$ cat src/rtl/aline_pkt_pkg.sv
// Shared types and constants for the A-line packet writer.
// Also holds the data-word offset helper used when addressing a bank.
package aline_pkt_pkg;

  typedef enum logic [2:0] {
    ST_WAIT_BANK,
    ST_ARM,
    ST_CAPTURE,
    ST_HEADER,
    ST_DONE
  } state_t;

  localparam logic [7:0] HDR_MAGIC = 8'hA5;
  localparam int         BANK_W    = 13;

  // Offset 0 of every bank holds the header, so data words start at 1.
  function automatic logic [BANK_W-1:0] word_offset(
    input logic [BANK_W-1:0] aline,
    input logic [BANK_W-1:0] half_samples,
    input logic [BANK_W-1:0] word_idx
  );
    return 13'd1 + aline * half_samples + word_idx;
  endfunction

endpackage

$ cat src/rtl/aline_bank_arbiter.sv
// Ping-pong bank ownership: a bank is busy from packet completion until the host releases it.
// A release aimed at the bank currently being filled is ignored.
module aline_bank_arbiter (
  input  logic       clk,
  input  logic       reset,
  input  logic       i_set_busy,
  input  logic       i_set_sel,
  input  logic       i_release,
  input  logic       i_release_sel,
  input  logic       i_cur_bank,
  input  logic       i_writing,
  output logic [1:0] o_bank_free
);

  logic [1:0] r_busy;
  logic       w_rel_ok;
  logic [1:0] w_rel_mask;
  logic [1:0] w_set_mask;

  assign w_rel_ok   = i_release && !(i_writing && (i_release_sel == i_cur_bank));
  assign w_rel_mask = w_rel_ok   ? (2'b01 << i_release_sel) : 2'b00;
  assign w_set_mask = i_set_busy ? (2'b01 << i_set_sel)     : 2'b00;

  // A same-cycle release already counts as free for the caller's decision.
  assign o_bank_free = ~r_busy | w_rel_mask;

  always_ff @(posedge clk) begin
    if (reset) begin
      r_busy <= 2'b00;
    end else begin
      r_busy <= (r_busy & ~w_rel_mask) | w_set_mask;
    end
  end

endmodule

$ cat src/rtl/aline_packet_writer.sv
// Packs 16-bit ADC samples two per word into one bank of the packet memory,
// appends a header word, then hands the bank to the host and ping-pongs.
//   state        | meaning
//   ST_WAIT_BANK | current bank still owned by host
//   ST_ARM       | waiting for sweep_trig
//   ST_CAPTURE   | taking SAMPLES samples of one A-line
//   ST_HEADER    | writing header word at offset 0
//   ST_DONE      | pulsing packet_ready, switching bank
module aline_packet_writer
  import aline_pkt_pkg::*;
#(
  parameter int SAMPLES = 1024,
  parameter int ALINES  = 15
) (
  input  logic        clk,
  input  logic        reset,
  input  logic        sweep_trig,
  input  logic        sample_valid,
  input  logic [15:0] sample_data,
  input  logic        bank_release,
  input  logic        bank_release_sel,
  output logic [13:0] address2,
  output logic [31:0] writedata2,
  output logic [3:0]  byteenable2,
  output logic        chipselect2,
  output logic        write2,
  output logic        clken2,
  output logic        packet_ready,
  output logic        packet_bank,
  output logic        overflow,
  output logic [15:0] dropped_alines
);

  localparam int IDX_W = $clog2(SAMPLES);
  localparam int ALN_W = $clog2(ALINES + 1);

  state_t           r_state;
  state_t           w_next;
  logic             r_cur_bank;
  logic [IDX_W-1:0] r_sample_idx;
  logic [ALN_W-1:0] r_aline_cnt;
  logic [15:0]      r_lo;
  logic [15:0]      r_pkt_seq;
  logic [1:0]       w_bank_free;
  logic             w_last;
  logic             w_wr;
  logic [13:0]      w_addr;
  logic [31:0]      w_data;
  logic             w_ready;

  aline_bank_arbiter u_arb (
    .clk           (clk),
    .reset         (reset),
    .i_set_busy    (r_state == ST_DONE),
    .i_set_sel     (r_cur_bank),
    .i_release     (bank_release),
    .i_release_sel (bank_release_sel),
    .i_cur_bank    (r_cur_bank),
    .i_writing     (r_state != ST_WAIT_BANK),
    .o_bank_free   (w_bank_free)
  );

  assign w_last = sample_valid && (r_sample_idx == IDX_W'(SAMPLES - 1));

  always_ff @(posedge clk) begin
    if (reset) r_state <= ST_ARM;
    else       r_state <= w_next;
  end

  always_comb begin
    w_next = r_state;
    case (r_state)
      ST_WAIT_BANK: if (w_bank_free[r_cur_bank]) w_next = ST_ARM;
      ST_ARM:       if (sweep_trig) w_next = ST_CAPTURE;
      ST_CAPTURE: begin
        if (w_last) begin
          w_next = (r_aline_cnt == ALN_W'(ALINES - 1)) ? ST_HEADER : ST_ARM;
        end
      end
      ST_HEADER:    w_next = ST_DONE;
      ST_DONE:      w_next = w_bank_free[~r_cur_bank] ? ST_ARM : ST_WAIT_BANK;
      default:      w_next = ST_ARM;
    endcase
  end

  always_comb begin
    w_wr    = 1'b0;
    w_addr  = '0;
    w_data  = '0;
    w_ready = 1'b0;
    case (r_state)
      ST_CAPTURE: begin
        if (sample_valid && r_sample_idx[0]) begin
          w_wr   = 1'b1;
          w_addr = {r_cur_bank, word_offset(BANK_W'(r_aline_cnt), BANK_W'(SAMPLES / 2),
                                            BANK_W'(r_sample_idx >> 1))};
          w_data = {sample_data, r_lo};
        end
      end
      ST_HEADER: begin
        w_wr   = 1'b1;
        w_addr = {r_cur_bank, {BANK_W{1'b0}}};
        w_data = {HDR_MAGIC, 8'(ALINES), r_pkt_seq};
      end
      ST_DONE: w_ready = 1'b1;
      default: ;
    endcase
  end

  always_ff @(posedge clk) begin
    if (reset) begin
      write2         <= 1'b0;
      address2       <= '0;
      writedata2     <= '0;
      packet_ready   <= 1'b0;
      packet_bank    <= 1'b0;
      overflow       <= 1'b0;
      dropped_alines <= '0;
      r_cur_bank     <= 1'b0;
      r_sample_idx   <= '0;
      r_aline_cnt    <= '0;
      r_lo           <= '0;
      r_pkt_seq      <= '0;
    end else begin
      write2       <= w_wr;
      packet_ready <= w_ready;
      if (w_wr) begin
        address2   <= w_addr;
        writedata2 <= w_data;
      end
      if (r_state == ST_CAPTURE && sample_valid) begin
        if (!r_sample_idx[0]) r_lo <= sample_data;
        if (w_last) begin
          r_sample_idx <= '0;
          r_aline_cnt  <= (r_aline_cnt == ALN_W'(ALINES - 1)) ? '0 : r_aline_cnt + 1'b1;
        end else begin
          r_sample_idx <= r_sample_idx + 1'b1;
        end
      end
      if (r_state == ST_HEADER) r_pkt_seq <= r_pkt_seq + 16'd1;
      if (r_state == ST_DONE) begin
        r_cur_bank  <= ~r_cur_bank;
        packet_bank <= r_cur_bank;
      end
      // A trigger while waiting for a bank loses that whole A-line.
      if (r_state == ST_WAIT_BANK && sweep_trig) begin
        overflow <= 1'b1;
        if (dropped_alines != 16'hFFFF) dropped_alines <= dropped_alines + 16'd1;
      end
    end
  end

  assign chipselect2 = write2;
  assign byteenable2 = 4'hF;
  assign clken2      = 1'b1;

endmodule

$ cat config.mk
export PLATFORM = sky130hd
export DESIGN_NAME = aline_packet_writer
export DESIGN_NICKNAME = d
export VERILOG_FILES = /design/src/rtl/aline_pkt_pkg.sv /design/src/rtl/aline_bank_arbiter.sv /design/src/rtl/aline_packet_writer.sv
export SDC_FILE = /design/constraint.sdc
export NUM_CORES = 1
export LEC_CHECK = 0
export CORE_MARGIN = 3
export CORE_UTILIZATION = 50
export DETAILED_ROUTE_END_ITERATION = 12
export PLACE_DENSITY = 0.81
export REMOVE_ABC_BUFFERS = 1
export SYNTH_ARGS = -nofsm -noshare
export SYNTH_HDL_FRONTEND = slang
export SYNTH_SLANG_ARGS = --single-unit
$ cat constraint.sdc
create_clock -name clk -period 4.2 [get_ports clk]
set_clock_uncertainty 0.1 [all_clocks]
set_input_delay 0.84 -clock clk [delete_from_list [all_inputs] [get_ports clk]]
set_output_delay 0.84 -clock clk [all_outputs]
set_load 0.005 [all_outputs]
# After elaboration in Yosys (flattened, before gate mapping)
# Index checks and enable logic that the tools add are counted.
# word_totals
regBits	118
wordCells	76
out_inout_bits	72
# op_classes
eq_ne	11
shifts	2
order_cmp	2
muxes	21
n_bitwise	7
reduce_logical	13
add_sub_neg	6
# ops
operator	count
$pmux W32 S2	1
$add A16 B1 Y16 const B	2
$mux W32	1
$pmux W14 S2	1
$ne A16 B16 Y1 const B	1
$pmux W3 S5	1
$mux W14	1
$add A1 B13 Y13 const A	1
$add A13 B9 Y13	1
$add A10 B1 Y10 const B	1
$eq A10 B10 Y1 const B	1
$mux W10	1
$mux W3	3
$mux W1	7
$eq A3 B2 Y1 const B	2
$logic_and A1 B1 Y1	6
$mux W2	3
$ne A2 B2 Y1 const B	3
$reduce_and A2 Y1	3
$add A4 B1 Y4 const B	1
$eq A4 B4 Y1 const B	1
$lt A1 B2 Y1 const B	2
$mux W4	1
$not A2 Y2	2
12 further kinds	15

# Longest topological paths before layout
# Gate-level depths: netlist of the first run.
# logic_depth
depth_word	10
mapped_depth	7
mapped_depth_nobuf	6

# Cells and area by module
# From an unflattened synthesis of the first run, not the netlist that was laid out.
# unflattened
hier_cells	605
area_unflattened_um2	5092.4
# modules_own_cells
mod	cells_per_inst	seq_area_each_um2	area_per_inst_um2	n_inst
aline_packet_writer	593	2322.2	4988.5	1
aline_bank_arbiter	12	40.0	103.8	1

# Worst setup path before layout of the first run
# No wires, ideal clock.
# synth_path
kind	input -> register
from	in sweep_trig
to	reg dropped_alines[11]
arrival_ns	2.030
required_time_ns	3.972
slack_ns	1.943
path_stages	6
setup_ns	0.128
path_buffers	1
cell_sequence	or4b_1 -> buf_2 -> nor4_4 -> o311ai_1 -> xor2_1 -> nor2_1
# synth_via
elab_chain_len	2
# synth_rtl
item	line	source
start, declared	aline_packet_writer.sv:17	input logic sweep_trig,
$logic_and A1 B1 Y1	aline_packet_writer.sv:146	if (r_state == ST_WAIT_BANK && sweep_trig) begin
$reduce_and A2 Y1 (no line)	--	
end signal, assigned	aline_packet_writer.sv:148	if (dropped_alines != 16'hFFFF) dropped_alines <= dropped_alines + 16'd1;
end, declared	aline_packet_writer.sv:31	output logic [15:0] dropped_alines
# No other way between the ends.
# A chain may end at the register's enable or synchronous reset.

# Worst setup path in the final report of the first run
# layout_path
from	in sample_valid
to	reg writedata2[4]
# layout_via
elab_chain_len	3
word_cells_on_any_way	5
classes_between	4 x mux; 1 x reduce/logical
# layout_rtl
item	line	source
start, declared	aline_packet_writer.sv:18	input logic sample_valid,
$logic_and A1 B1 Y1 (*)	aline_packet_writer.sv:93	if (sample_valid && r_sample_idx[0]) begin
$mux W32 / $mux W1 (equally long branches)	aline_packet_writer.sv:93	
$pmux W32 S2 / $pmux W1 S2 (equally long branches)	aline_packet_writer.sv:91	case (r_state)
end signal, assigned	aline_packet_writer.sv:129	writedata2 <= w_data;
end, declared	aline_packet_writer.sv:23	output logic [31:0] writedata2,
# Mark *: on every way between the ends. The rest lies on a longest branch, timed or not.

==> metrics.txt, run 1 <==
average cell area after synthesis 8.262 sq um; reg2reg end writedata2[4]$_SDFFE_PP0P_; post-synthesis sequential area ratio 46.26%; Sequential Area 2362 sq um; Worst-Margin Slew 1009 ps; RD Place Congestion 0.8068; pre-CTS setup slack 1183 ps; mapped cell area 5106 sq um; Final WS setup 1687 ps; crit path kind in2reg; Yosys reg bits 118; hold slack 354.8 ps; CP Capture Type flip-flop; CP bufs+invs 1; Area Growth Syn to Fin 28.94%; H-tree depth 4; Leak Pwr 0.002194 uW; critical path peak fanout 19; antenna violations before repair 0; Netlist cell types 50; post-cts sizing count 0; WHS Path Cells 2; reg2reg setup slack 1810 ps; drt first pass iters 5; Cells after Synth 618; Critical Path AT 2840 ps; final number of hold-violating endpoints 0; Die Wd 107.1 microns; gr usage total 23.03%; Largest stage delay, worst path 710 ps; port bufs 88; Hold EP writedata2[15]$_SDFFE_PP0P_; YS warnings 0; RSZ-0062 raised after global routing no; critical path required time 4530 ps; Initial Util 51.76%; type of element launching the critical path input port; WL/cell 15.46 microns; CP delay by family, top simple AND/OR/NAND/NOR gates; HPWL after DPL 8.016 mm; Chip Height 107.1 microns; EDFF count, synth 0; status finished clean; Layout Nets 711; CTS max path bufs 2; worst r2r src r_state[0]$_SDFFE_PP1P_; final setup violation count 0; CTS Hold Bufs 0; Cell Pwr Density 462.1 nW/um^2; DP Area 5973 sq um; share of cells above drive strength 1 6.897%; Worst VDD drop 0.2629 mV; first-pass GRT wire length 21.49 mm; antenna viol nets, final 0; clock root buffer clkbuf_8; Max Fclk 397.9 MHz; ys flop type dfxtp_1; DR iter-0 viols 247; max cap viols 0; Synth Area in Compound Gates 13.70%; clk slew on worst S/H paths 60 ps; CTS tree done; vias in the first global route 4,460; largest family of logic cells by synthesized area simple AND/OR/NAND/NOR gates; worst reg-to-reg path cell count 5; critical-path cell list clkdlybuf4s50_1 > and4bb_2 > and2_2 > nor2_2 > nand2_1 > a31oi_1; I/O pin total 94; Worst Hold Class reg2reg; Async SR Flop Fraction 0%; postcts setup bufs 0; DRT Wirelength 12.82 mm; # clock sinks 118; slowest CP cell nor2_2; xor and xnor area share after synthesis 7.204%; simple-gate share of the synthesized area 25.68%; hold path start writedata2[15]$_SDFFE_PP0P_; Design Area, Final 6584 sq um; via count 4,615; TNS Setup 0 ps; total CTS buffers 17; DR vias/cell 5.567; fin crit share 59.84%; mux cell area share after synthesis 1.201%; Slew Viols, Final 0; number of diodes 0; adder-cell share of the synthesized area 0.9802%; Core Rows 36; slew margin rel. 32.73%; grt ovf 0; Clk Latency, worst-skew pair 520 ps; Final min period 2513 ps; Remaining DRCs 0; fill count 785; largest net degree at the start of global routing 101; die area 11,460 sq um; Multi-input gate area 2510 sq um; core area 9864 sq um
==> sequential cells by signal (all words and copies together) (netlist names) <==
| register | cells |
|---|---|
| packet_ready | 1 |
| dropped_alines | 16 |
| writedata2 | 32 |
| overflow | 1 |
| r_pkt_seq | 16 |
| r_sample_idx | 10 |
| address2 | 14 |
| r_cur_bank | 1 |
| r_state | 3 |
| r_lo | 16 |
| r_aline_cnt | 4 |
| packet_bank | 1 |
| u_arb.r_busy | 2 |
| chipselect2 | 1 |
==> logic make-up after synthesis <==
kind of cell,count (synthesis)
AO/OA/AOI/OAI,117
XOR/XNOR,42
adder cells (fa/ha/maj),4
buffers and inverters,55
flip-flops,118
multiplexers,6
other,1
AND/OR/NAND/NOR,275
==> worst max-delay path by stage <==
| stage | end | start | slack (ps) | depth (start not counted) |
|---|---|---|---|---|
| 5_1_grt | r_sample_idx[9]$_SDFFE_PP0P_ | sample_valid | 1550 | 6 |
| 6_report | writedata2[4]$_SDFFE_PP0P_ | sample_valid | 1690 | 6 |
| 2_1_floorplan | address2[12]$_SDFFE_PP0P_ | sample_valid | 1490 | 5 |
| 3_3_place_gp | dropped_alines[11]$_SDFFE_PP0P_ | sweep_trig | 1270 | 6 |
| 3_5_place_dp | writedata2[4]$_SDFFE_PP0P_ | sample_valid | 1180 | 6 |
| 4_1_cts | writedata2[4]$_SDFFE_PP0P_ | sample_valid | 1690 | 6 |
==> power breakdown <==
group	switching, uW	internal (uW)	total, uW	leakage [uW]
sequential	56.6	1170	1230	0.000953
clock	489	1000	1490	0.000289
combinational	186	139	325	0.000952
total	732	2310	3040	0.00219
==> worst min-delay path, stage by stage, from the launching register on <==
cell and delay (ps):
dfxtp_1 310, nand2_1 50, a21oi_1 50
==> cell usage in the layout, fill, tap and decap left out, types with 2 or more instances in the layout <==
cell | netlist | final
a211oi_1 | 5 | 5
a211oi_2 | 3 | 3
a21o_1 | 2 | 2
a21oi_1 | 66 | 66
a22oi_1 | 15 | 15
a311o_1 | 2 | 2
a31oi_1 | 4 | 4
and2_1 | 3 | 2
and3_1 | 5 | 5
buf_4 | 8 | 5
bufinv_16 | 0 | 4
clkbuf_1 | 26 | 2
clkbuf_16 | 0 | 16
clkbuf_8 | 0 | 4
clkdlybuf4s50_1 | 0 | 87
clkinvlp_4 | 0 | 3
conb_1 | 1 | 5
dfxtp_1 | 118 | 118
ha_1 | 4 | 4
inv_1 | 5 | 5
inv_2 | 2 | 2
mux2i_1 | 5 | 5
nand2_1 | 101 | 101
nand2b_1 | 3 | 3
nand3_1 | 31 | 31
nand4_1 | 12 | 12
nand4b_1 | 4 | 4
nor2_1 | 61 | 61
nor2_2 | 2 | 2
nor3_1 | 30 | 30
nor4_1 | 5 | 5
nor4_4 | 2 | 2
o211ai_1 | 3 | 3
o21ai_0 | 8 | 8
o21ai_1 | 5 | 5
or3_1 | 6 | 6
xnor2_1 | 25 | 25
xor2_1 | 17 | 17
==> synthesized netlist by cell type (2+ instances only) <==
master	number	area share (%)
o211ai_1	3	0.44
clkbuf_1	26	1.9
nor2_1	61	4.5
nand2_1	101	7.4
inv_2	2	0.15
xor2_1	17	2.9
buf_2	11	1.1
a21oi_1	66	6.5
or3_1	6	0.74
ha_1	4	0.98
buf_1	3	0.22
nor4_4	2	0.83
dfxtp_1	118	46
nor3_1	30	2.9
a211oi_2	3	0.74
xnor2_1	25	4.3
nand4_1	12	1.5
inv_1	5	0.37
a22oi_1	15	2.2
a31oi_1	4	0.49
and3_1	5	0.61
nor2_2	2	0.24
nand4b_1	4	0.69
a211oi_1	5	0.74
nand2b_1	3	0.37
nand3_1	31	3.0
nor4_1	5	0.61
mux2i_1	5	0.98
a21o_1	2	0.29
o21ai_0	8	0.78
a311o_1	2	0.39
buf_4	8	1.2
and2_1	3	0.37
o21ai_1	5	0.49
==> metal layers <==
layer	up-vias	track usage (%)	wire [microns]
met3	21	6.442	724
met5	-	0	0
met4	0	9.132	191
met1	2207	27.63	5434
li1	2247	-	-
met2	140	38.87	6466
==> stage by stage <==
stage	instances	utilization [%]	total power, uW
global placement	799	60.55	1555
floorplan	574	-	1402
CTS	829	66.74	3057
global route	829	66.74	3154
finish	829	66.74	3043
detailed placement	799	60.55	1572
==> final cells by class <==
type / instances / area share, %
well taps: 133 / 2.528
clock buffers: 22 / 7.032
clock inverters: 8 / 2.243
flip-flops and latches: 118 / 35.88
inverters: 7 / 0.3991
repair buffers: 92 / 13.80
multi-input cells: 449 / 38.12
(Power assumes the default switching activity.)
==> run 2: changes to the inputs <==
--- a/config.mk
+++ b/config.mk
@@ -6,9 +6,9 @@
 export NUM_CORES = 1
 export LEC_CHECK = 0
 export CORE_MARGIN = 3
-export CORE_UTILIZATION = 50
+export CORE_UTILIZATION = 47
 export DETAILED_ROUTE_END_ITERATION = 12
-export PLACE_DENSITY = 0.81
+export PLACE_DENSITY = 0.8
 export REMOVE_ABC_BUFFERS = 1
 export SYNTH_ARGS = -nofsm -noshare
 export SYNTH_HDL_FRONTEND = slang
==> constraint.sdc (replaced) <==
create_clock -name clk -period 2.1 [get_ports clk]
set_clock_uncertainty 0.1 [all_clocks]
set_input_delay 0.42 -clock clk [delete_from_list [all_inputs] [get_ports clk]]
set_output_delay 0.42 -clock clk [all_outputs]
set_load 0.005 [all_outputs]
==> metrics.txt, run 2 (synthesis gave the netlist of run 1 again) <==
status finished clean; CTS tree done; Remaining DRCs 0 (unchanged); share of cells above drive strength 1 11.29% (+4.4 points); clock share of power 43.3% (-5.7 points); via count 4,735 (+2.6%); critical path required time 1580 ps (-2950 ps); CTS Hold Bufs 0 (unchanged); Slew Viols, Final 0 (unchanged); Layout Nets 739 (+3.9%); Combinational Power Share 13.8% (+3.1 points); antenna violations before repair 0 (unchanged); Initial Util 48.80% (-3.0 points); HPWL after DPL 8.862 mm (+11%); slowest CP cell clkdlybuf4s50_1; Non-Filler Instances 862 (+4.0%); Psw 1521 uW (+110%); crit path kind reg2out; most flop-heavy register writedata2; vias in the first global route 4,631 (+3.8%); Worst VDD drop 0.6138 mV (+130%); core area 10,460 sq um (+6.1%); DRT Wirelength 12.85 mm (+0.28%); CTS max path bufs 2 (unchanged); CP Capture Type output port; RSZ-0062 raised after global routing yes; slew margin rel. 59.62% (+27 points); total CTS buffers 17 (unchanged); Clk Latency, worst-skew pair 510 ps (about the same); critical-path cell list clkdlybuf4s50_1; Core Rows 37 (+2.8%); Chip Height 110.2 microns (+3.0%); type of element launching the critical path flip-flop; final number of hold-violating endpoints 0 (unchanged); first-pass GRT wire length 21.47 mm (about the same); Internal 4133 uW (+79%); RD Place Congestion 0.8671 (+7.5%); Worst Hold Class in2reg; Critical Path AT 1500 ps (-1340 ps); most frequent cells in the layout dfxtp_1, nand2_1, clkdlybuf4s50_1; Cell Pwr Density 839.3 nW/um^2 (+82%); DR vias/cell 5.493 (-1.3%); max cap viols 0 (unchanged); CP bufs+invs 1 (unchanged); DR iter-0 viols 335 (+36%); critical path peak fanout 5 (-14); fill count 896 (+14%); WL/cell 14.91 microns (-3.6%); Max Fclk 496.3 MHz; Leak Pwr 0.002291 uW (+4.4%); Area Growth Syn to Fin 31.93%; placed insts 830 (+3.9%); fin util 64.39% (-2.4 points); Design Area, Final 6736 sq um (+2.3%); I/O pin total 94 (unchanged); DP Area 6212 sq um (+4.0%); TNS Setup 0 ps (unchanged); port bufs 88 (unchanged); final setup violation count 0 (unchanged); die area 12,150 sq um (+6.0%); Largest register FFs 32 (unchanged); commonest non-fill, non-tap cell in the layout dfxtp_1; Final min period 2015 ps; H-tree depth 4 (unchanged); drt first pass iters 5 (unchanged); # clock sinks 118 (unchanged); number of diodes 0 (unchanged); Die Wd 110.2 microns (+3.0%); antenna viol nets, final 0 (unchanged); largest net degree at the start of global routing 59 (-42%); Sequential Power Share 42.9% (+2.6 points); clk slew on worst S/H paths 60 ps (about the same); postcts setup bufs 0 (unchanged); Worst-Margin Slew 605.6 ps (-403.4 ps); Largest stage delay, worst path 550 ps (-160 ps); gr usage total 22.06% (-0.96 points); clock root buffer clkbuf_8; fin crit share 95.95%; Sw Share 26.90% (+2.8 points); CP delay by family, top buffers and inverters; grt ovf 0 (unchanged)
==> run 2: repair_timing <==
| action | CTS | global route |
|---|---|---|
| resized for setup | 0 | 4 |
| endpoints found under the hold margin | 0 | 0 |
| setup endpoints to repair | 0 | 5 |
==> run 2: layer usage <==
metal | up-vias | GRT usage [%] | routed length, microns
met5 | - | 0 | 0
met4 | 0 | 9.675 | 274
li1 | 2321 | - | -
met2 | 169 | 37.35 | 6397
met1 | 2218 | 26.90 | 5408
met3 | 27 | 4.892 | 772
==> run 2: through the flow <==
step                worst slack, ps  hold WS (ps)  power (uW)
floorplan                    -283.6         330.0        2804
global placement             -287.7         340.9        3207
detailed placement           -349.3         348.0        3238
global route                 -3.674         321.5        5887
finish                        84.99         284.4        5654
CTS                           47.36         278.0        5684
==> run 2: layout make-up <==
cell class | count | area (sq um) | share of cell area (%)
clock inverters | 13 | 85.08 | 1.263
clock buffers | 19 | 421.7 | 6.259
repair buffers | 120 | 1144 | 16.98
flip-flops and latches | 118 | 2364 | 35.09
multi-input cells | 449 | 2526 | 37.50
inverters | 7 | 26.28 | 0.3900
well taps | 136 | 170.2 | 2.526
==> run 2: final timing paths <==
check | slack (ps) | cells after the start | end | from
hold reg to reg | 350 | 2 | address2[13]$_SDFFE_PP0P_ | address2[13]$_SDFFE_PP0P_
hold / removal | 280 | 2 | r_pkt_seq[15]$_SDFFE_PP0P_ | reset
setup / recovery | 80 | 1 | dropped_alines[7] | dropped_alines[7]$_SDFFE_PP0P_
setup reg to reg | 100 | 5 | dropped_alines[11]$_SDFFE_PP0P_ | r_state[1]$_SDFFE_PP0P_
==> run 2: power by group through the flow <==
stage | Clock, uW | Combinational (uW) | Sequential, uW
3_3_place_gp | 0 | 742 | 2470
6_report | 2450 | 778 | 2430
4_1_cts | 2490 | 774 | 2420
2_1_floorplan | 0 | 332 | 2470
5_1_grt | 2590 | 856 | 2440
3_5_place_dp | 0 | 767 | 2470
